<file path="config.mk">
export PLATFORM = sky130hd
export DESIGN_NAME = shared_tlb
export DESIGN_NICKNAME = d
export VERILOG_FILES = /design/src/rtl/shared_tlb_pkg.sv /design/src/rtl/shared_tlb_match.sv /design/src/rtl/shared_tlb.sv
export SDC_FILE = /design/constraint.sdc
export NUM_CORES = 2
export LEC_CHECK = 0
export ABC_AREA = 0
export CORE_MARGIN = 2
export CORE_UTILIZATION = 51
export DETAILED_ROUTE_END_ITERATION = 12
export MAX_ROUTING_LAYER = met4
export PLACE_DENSITY = 0.69
export SLEW_MARGIN = 30
export SYNTH_ARGS = -nofsm -noshare
export SYNTH_HDL_FRONTEND = slang
export SYNTH_SLANG_ARGS = --single-unit
</file>
<file path="constraint.sdc">
create_clock -name clk_i -period 5.7 [get_ports clk_i]
set_input_delay 1.14 -clock clk_i [delete_from_list [all_inputs] [get_ports clk_i]]
set_output_delay 1.14 -clock clk_i [all_outputs]
set_load 0.02 [all_outputs]
</file>
<file path="src/rtl/shared_tlb_pkg.sv">
// Types and constants shared by the second-level TLB and its tag comparator.
// Sv39 layout: 39-bit virtual addresses, 27-bit VPN, 4K/2M/1G pages.
package shared_tlb_pkg;

    localparam int unsigned VLEN     = 39;
    localparam int unsigned ASID_LEN = 1;
    localparam int unsigned VPN_W    = 27;

    typedef struct packed {
        logic [9:0]  reserved;
        logic [43:0] ppn;
        logic [1:0]  rsw;
        logic        d;
        logic        a;
        logic        g;
        logic        u;
        logic        x;
        logic        w;
        logic        r;
        logic        v;
    } pte_t;

    typedef struct packed {
        logic                valid;
        logic                is_2M;
        logic                is_1G;
        logic [VPN_W-1:0]    vpn;
        logic [ASID_LEN-1:0] asid;
        pte_t                content;
    } tlb_update_t;

    typedef struct packed {
        logic                valid;
        logic                is_1G;
        logic                is_2M;
        logic [VPN_W-1:0]    vpn;
        logic [ASID_LEN-1:0] asid;
        pte_t                content;
    } shared_tlb_entry_t;

    typedef enum logic [1:0] {
        IDLE     = 2'd0,
        LOOKUP   = 2'd1,
        WAIT_PTW = 2'd2
    } state_e;

endpackage

</file>
<file path="src/rtl/shared_tlb_match.sv">
// Combinational tag compare of one shared-TLB entry against a VPN/ASID pair.
// Superpage entries only compare the VPN bits above their page offset.
module shared_tlb_match
    import shared_tlb_pkg::*;
(
    input  shared_tlb_entry_t   entry_i,
    input  logic [VPN_W-1:0]    vpn_i,
    input  logic [ASID_LEN-1:0] asid_i,
    output logic                hit_o
);

    logic asid_ok;
    logic vpn_ok;

    assign asid_ok = entry_i.content.g || (entry_i.asid == asid_i);

    always_comb begin
        if (entry_i.is_1G) begin
            vpn_ok = (entry_i.vpn[26:18] == vpn_i[26:18]);
        end else if (entry_i.is_2M) begin
            vpn_ok = (entry_i.vpn[26:9] == vpn_i[26:9]);
        end else begin
            vpn_ok = (entry_i.vpn == vpn_i);
        end
    end

    assign hit_o = entry_i.valid && asid_ok && vpn_ok;

endmodule

</file>
<file path="src/rtl/shared_tlb.sv">
// Fully associative second-level TLB: serves ITLB/DTLB misses from its own
// entries, otherwise waits for the PTW fill, stores it and forwards it.
module shared_tlb
    import shared_tlb_pkg::*;
#(
    parameter int unsigned ASID_WIDTH       = ASID_LEN,
    parameter int unsigned SHARED_TLB_DEPTH = 16
) (
    input  logic                  clk_i,
    input  logic                  rst_ni,
    input  logic                  flush_i,
    input  logic                  flush_tlb_i,
    input  logic [ASID_WIDTH-1:0] asid_i,
    input  logic                  itlb_access_i,
    input  logic                  itlb_hit_i,
    input  logic [VLEN-1:0]       itlb_vaddr_i,
    input  logic                  dtlb_access_i,
    input  logic                  dtlb_hit_i,
    input  logic [VLEN-1:0]       dtlb_vaddr_i,
    output tlb_update_t           itlb_update_o,
    output tlb_update_t           dtlb_update_o,
    output logic                  itlb_miss_o,
    output logic                  dtlb_miss_o,
    output logic                  shared_tlb_access_o,
    output logic                  shared_tlb_hit_o,
    output logic [VLEN-1:0]       shared_tlb_vaddr_o,
    output logic                  itlb_req_o,
    input  tlb_update_t           ptw_update_i,
    input  logic                  ptw_active_i
);

    localparam int unsigned IDX_W = $clog2(SHARED_TLB_DEPTH);

    state_e                state_q, state_d;
    logic [VLEN-1:0]       vaddr_q, vaddr_d;
    logic                  is_instr_q, is_instr_d;
    logic                  flushed_q, flushed_d;
    logic [ASID_LEN-1:0]   asid_q, asid_d;
    logic [IDX_W-1:0]      repl_q, repl_d;
    shared_tlb_entry_t     entries_q [SHARED_TLB_DEPTH];
    shared_tlb_entry_t     entries_d [SHARED_TLB_DEPTH];

    logic [SHARED_TLB_DEPTH-1:0] hit_vec, valid_vec;
    logic [IDX_W-1:0]      hit_idx, free_idx, wr_idx;
    logic                  any_hit, any_free;
    logic                  itlb_req, dtlb_req, ptw_wr;
    tlb_update_t           lookup_upd, upd;

    for (genvar gi = 0; gi < SHARED_TLB_DEPTH; gi++) begin : g_match
        shared_tlb_match u_match (
            .entry_i (entries_q[gi]),
            .vpn_i   (vaddr_q[38:12]),
            .asid_i  (asid_q),
            .hit_o   (hit_vec[gi])
        );
        assign valid_vec[gi] = entries_q[gi].valid;
    end

    // Lowest-index hit and lowest-index free slot.
    always_comb begin
        hit_idx  = '0;
        free_idx = '0;
        for (int i = SHARED_TLB_DEPTH - 1; i >= 0; i--) begin
            if (hit_vec[i])    hit_idx  = IDX_W'(i);
            if (!valid_vec[i]) free_idx = IDX_W'(i);
        end
    end

    assign any_hit  = |hit_vec;
    assign any_free = ~&valid_vec;
    assign itlb_req = itlb_access_i && !itlb_hit_i && !flush_i;
    assign dtlb_req = dtlb_access_i && !dtlb_hit_i && !flush_i;
    assign ptw_wr   = (state_q == WAIT_PTW) && ptw_update_i.valid;
    assign wr_idx   = any_free ? free_idx : repl_q;

    always_ff @(posedge clk_i or negedge rst_ni) begin
        if (!rst_ni) begin
            state_q    <= IDLE;
            vaddr_q    <= '0;
            is_instr_q <= 1'b0;
            flushed_q  <= 1'b0;
            asid_q     <= '0;
            repl_q     <= '0;
            for (int i = 0; i < SHARED_TLB_DEPTH; i++) entries_q[i] <= '0;
        end else begin
            state_q    <= state_d;
            vaddr_q    <= vaddr_d;
            is_instr_q <= is_instr_d;
            flushed_q  <= flushed_d;
            asid_q     <= asid_d;
            repl_q     <= repl_d;
            entries_q  <= entries_d;
        end
    end

    always_comb begin
        state_d    = state_q;
        vaddr_d    = vaddr_q;
        is_instr_d = is_instr_q;
        flushed_d  = flushed_q;
        asid_d     = asid_q;
        case (state_q)
            IDLE: begin
                flushed_d = 1'b0;
                if (itlb_req || dtlb_req) begin
                    vaddr_d    = itlb_req ? itlb_vaddr_i : dtlb_vaddr_i;
                    is_instr_d = itlb_req;
                    asid_d     = ASID_LEN'(asid_i);
                    state_d    = LOOKUP;
                end
            end
            LOOKUP: state_d = (flush_i || any_hit) ? IDLE : WAIT_PTW;
            WAIT_PTW: begin
                if (flush_i) flushed_d = 1'b1;
                if (!ptw_active_i && !ptw_update_i.valid) state_d = IDLE;
            end
            default: state_d = IDLE;
        endcase
    end

    // Fill path; an sfence in the same cycle leaves the new entry invalid.
    always_comb begin
        entries_d = entries_q;
        repl_d    = repl_q;
        if (ptw_wr) begin
            entries_d[wr_idx].valid   = 1'b1;
            entries_d[wr_idx].is_1G   = ptw_update_i.is_1G;
            entries_d[wr_idx].is_2M   = ptw_update_i.is_2M;
            entries_d[wr_idx].vpn     = ptw_update_i.vpn;
            entries_d[wr_idx].asid    = ptw_update_i.asid;
            entries_d[wr_idx].content = ptw_update_i.content;
            repl_d = (repl_q == IDX_W'(SHARED_TLB_DEPTH - 1)) ? '0 : repl_q + 1'b1;
        end
        if (flush_tlb_i) begin
            for (int i = 0; i < SHARED_TLB_DEPTH; i++) entries_d[i].valid = 1'b0;
        end
    end

    always_comb begin
        lookup_upd         = '0;
        lookup_upd.valid   = 1'b1;
        lookup_upd.is_1G   = entries_q[hit_idx].is_1G;
        lookup_upd.is_2M   = entries_q[hit_idx].is_2M;
        lookup_upd.vpn     = entries_q[hit_idx].vpn;
        lookup_upd.asid    = entries_q[hit_idx].asid;
        lookup_upd.content = entries_q[hit_idx].content;
    end

    always_comb begin
        upd                 = '0;
        itlb_miss_o         = (state_q == IDLE) && itlb_req;
        dtlb_miss_o         = (state_q == IDLE) && !itlb_req && dtlb_req;
        shared_tlb_access_o = 1'b0;
        shared_tlb_hit_o    = 1'b0;
        shared_tlb_vaddr_o  = '0;
        itlb_req_o          = 1'b0;
        if (state_q == LOOKUP && !flush_i) begin
            shared_tlb_access_o = 1'b1;
            shared_tlb_hit_o    = any_hit;
            shared_tlb_vaddr_o  = vaddr_q;
            itlb_req_o          = is_instr_q;
            if (any_hit) upd = lookup_upd;
        end
        if (ptw_wr && !flush_i && !flushed_q) begin
            upd       = ptw_update_i;
            upd.valid = 1'b1;
        end
        itlb_update_o = is_instr_q ? upd : '0;
        dtlb_update_o = is_instr_q ? '0 : upd;
    end

endmodule
</file>
==> flow_metrics.tcl <==
set metrics [dict create \
    cts_root_buffer "clkbuf_16" \
    clk_pin_slew_worst_paths_ps 60 \
    dpl.hpwl_mm 194.6 \
    fillers 11630 \
    path_class "flip-flop to primary output" \
    initial_core_util 0.5120 \
    area_delta_synth_final_pct 32.47 \
    setup_tns_ps -65550 \
    critPathLaunchType "flip-flop" \
    nets 8593 \
    ys_seq_area_frac 0.4719 \
    io_buffers 416 \
    p_leak_uw 0.05074 \
    relSlewSlack 0.3005 \
    dr.pass1.iters 7 \
    yosysWarnings 0 \
    seq_area_um2 39250 \
    clkSinkCount 1568 \
    cts_buffers 170 \
    gp_routability_congestion 1.012 \
    clockBufferDepth 3 \
    drv_cap 0 \
    required_ps 4560 \
    grt_usage 0.3655 \
    cp_max_fo 10 \
    syn-num-nets 7628 \
    ys.flop_type "dfrtp_1" \
    fin_area_um2 110100 \
    final_cell_mix "dfrtp_1, mux2_2, buf_4" \
    die-area_um2 166300 \
    syn-instance-count 7444 \
    synth.distinct_cells 76 \
    ant_nets 0 \
    dr_wl_met3_mm 30.25 \
    reg2reg_from "entries_q[189]$_DFFE_PN0P_" \
    wl_mm 316.7 \
    netlist_area_um2 83150 \
    worstRegToRegCells 13 \
    power_density_nw_per_um2 279.3 \
    grt_pass1_wl_mm 448.2 \
    placed_cell_area_um2 94960 \
    clk_latency_ps 830 \
    antenna_found_initial 7 \
    core_um2 162400 \
    multi_input_area_um2 44650 \
    rsz0062_at_grt "yes" \
    fmax_mhz 161.0 \
    num_vias 69354 \
    grt_pass1_vias 67824 \
    cts_tree "built" \
    worstMarginPinSlew_ps 1046 \
    endpoint_kind "primary output" \
    overflow 0 \
    routedWlPerCell_um 29.53 \
    wl_met1_mm 126.5 \
    status "finished with violations" \
    num_io_pins 417 \
    fin_worst_skew_ps 50.39 \
    final_common_cell "dfrtp_1" \
    grt_max_degree 152 \
    rr_endpoint "entries_q[97]$_DFFE_PN0P_" \
    synth_edf_count 0 \
    cts-hold-fix-buffers 0 \
    final-setup-viol-count 190 \
    hold_path.class "primary input to async pin" \
    async_flop_share 1.000 \
    vias_per_cell 6.465 \
    drive_above_1_share 0.4286 \
    rows 148 \
    cts_htree_levels 4 \
    min_period_over_period 1.089 \
    cp.arrival_ps 5070 \
    first_iter_violations 7527 \
    post-route-drc-count 0 \
    layout_setup_ws_ps -509.8 \
    slew_violations 0 \
    rrSetupSlack_ps 1210 \
    syn_avg_cell_area_um2 11.17 \
    route.top_layer_used "met4" \
    violations "setup timing" \
    vdd_drop_max_mv 0.2914 \
    hold_viol_final 0 \
    synth.ff_latch_count 1568 \
    wl_met2_mm 143.8 \
    die_h_um 407.8 \
    final.min_clock_period_ps 6210 \
    die_x_um 407.8 \
]
-- flip-flops by register name, indices dropped and copies added (netlist names) --
register / flops
vaddr_q: 39
asid_q: 1
entries_q: 1520
is_instr_q: 1
flushed_q: 1
repl_q: 4
state_q: 2
-- kinds of logic (layout without fill, tap and decap cells) --
family          after synthesis  count (layout)  share of synthesized area
mux                        1895            1895                     0.2501
simple gates               1626            1626                    0.09423
flops                      1568            1568                     0.4719
compound gates             1064            1064                    0.09127
buf+inv                     841            1943                    0.04504
xor+xnor                    449             449                    0.04730
fa+ha+maj                     1               1                  0.0001505
other cells                   0               6                          0
-- stage by stage --
stage               cells  utilization  hold WS [ps]  worst slack, ps  power, uW
floorplan            7444            -         441.8             1177      15560
global placement    10032       0.5847         455.7           -594.2      18040
detailed placement  10033       0.5847         462.8           -579.8      18150
CTS                 10479       0.6425         273.8           -434.1      30080
global route        10726       0.6782         277.9           -598.4      31730
finish              10727       0.6782         242.6           -509.8      30770
-- power breakdown --
part / switching, uW / leakage, uW / internal [uW]
sequential: 549 / 0.0214 / 11800
clock: 4960 / 0.00289 / 6680
combinational: 3780 / 0.0264 / 3020
total: 9290 / 0.0507 / 21500
-- layer usage --
layer | vias to the layer above | track usage
li1 | 28987 | -
met1 | 35556 | 0.4815
met2 | 3860 | 0.5539
met3 | 951 | 0.07008
met4 | 0 | 0.1542
met5 | - | -
-- cell type report --
class,count,area share
diodes,6,0.0001363
clock buffers,237,0.04418
clock inverters,72,0.009360
inverters,105,0.003624
multi-input cells,5035,0.4054
flip-flops and latches,1568,0.3563
well taps,2175,0.02471
repair buffers,1529,0.1563
-- Yosys cell counts, types with 3 or more instances --
cell type	number	area share
a31o_2	5	0.00053
inv_1	104	0.0047
nand4_1	185	0.014
o21ai_1	133	0.0080
mux2i_1	433	0.052
a221oi_1	65	0.0068
and2_1	105	0.0079
a21oi_1	52	0.0031
nor3_1	165	0.0099
nor2_2	3	0.00023
nor2_1	68	0.0031
nor4_1	49	0.0037
o31ai_1	66	0.0060
xnor2_1	301	0.032
o211ai_1	91	0.0082
xor2_1	148	0.016
mux2_2	1462	0.20
or3_1	6	0.00045
buf_6	25	0.0034
nor2b_1	4	0.00030
and3_1	99	0.0074
a41oi_1	70	0.0074
dfrtp_1	1568	0.47
a32oi_1	45	0.0047
o22a_1	4	0.00042
a22oi_1	3	0.00027
o21ai_0	136	0.0082
buf_4	67	0.0060
o211a_1	3	0.00036
a21o_1	3	0.00027
nor4_2	4	0.00060
a41o_1	14	0.0017
o311ai_0	34	0.0036
nand3_1	217	0.013
nand2_1	698	0.032
o2111ai_1	84	0.0088
a211oi_1	146	0.013
buf_2	115	0.0069
clkbuf_1	440	0.020
a31oi_1	81	0.0061
buf_1	87	0.0039
or2_2	8	0.00060
-- worst max-delay path, stage by stage (launching register included) --
cell,delay (ps)
dfrtp_2,460
buf_12,170
xor2_1,180
nor4_1,320
a41o_1,430
buf_4,190
a21oi_1,100
o22a_1,250
o21a_1,200
o31a_1,330
nor3_4,390
buf_12,220
buf_4,190
nand3_1,80
nand3_1,180
buf_12,160
o31ai_4,70
buf_6,160
buf_6,120
-- how the worst max path moves through the flow --
| stage | to | slack [ps] | depth (start not counted) | from |
|---|---|---|---|---|
| floorplan | dtlb_update_o[27] | 1180 | 15 | vaddr_q[16]$_DFFE_PN0P_ |
| detailed placement | dtlb_update_o[5] | -580 | 17 | vaddr_q[15]$_DFFE_PN0P_ |
| finish | itlb_update_o[69] | -510 | 18 | vaddr_q[18]$_DFFE_PN0P_ |
| global route | dtlb_update_o[60] | -600 | 19 | vaddr_q[28]$_DFFE_PN0P_ |
| CTS | itlb_update_o[67] | -430 | 20 | vaddr_q[21]$_DFFE_PN0P_ |
| global placement | dtlb_update_o[91] | -590 | 17 | vaddr_q[15]$_DFFE_PN0P_ |
-- what timing repair did --
item | CTS | global route
cloned | 22 | 47
resized for setup | 1135 | 834
endpoints found under the setup margin | 191 | 192
buffers inserted | 119 | 215
pin swaps | 143 | 242
Power figures use the tool's default switching activity.
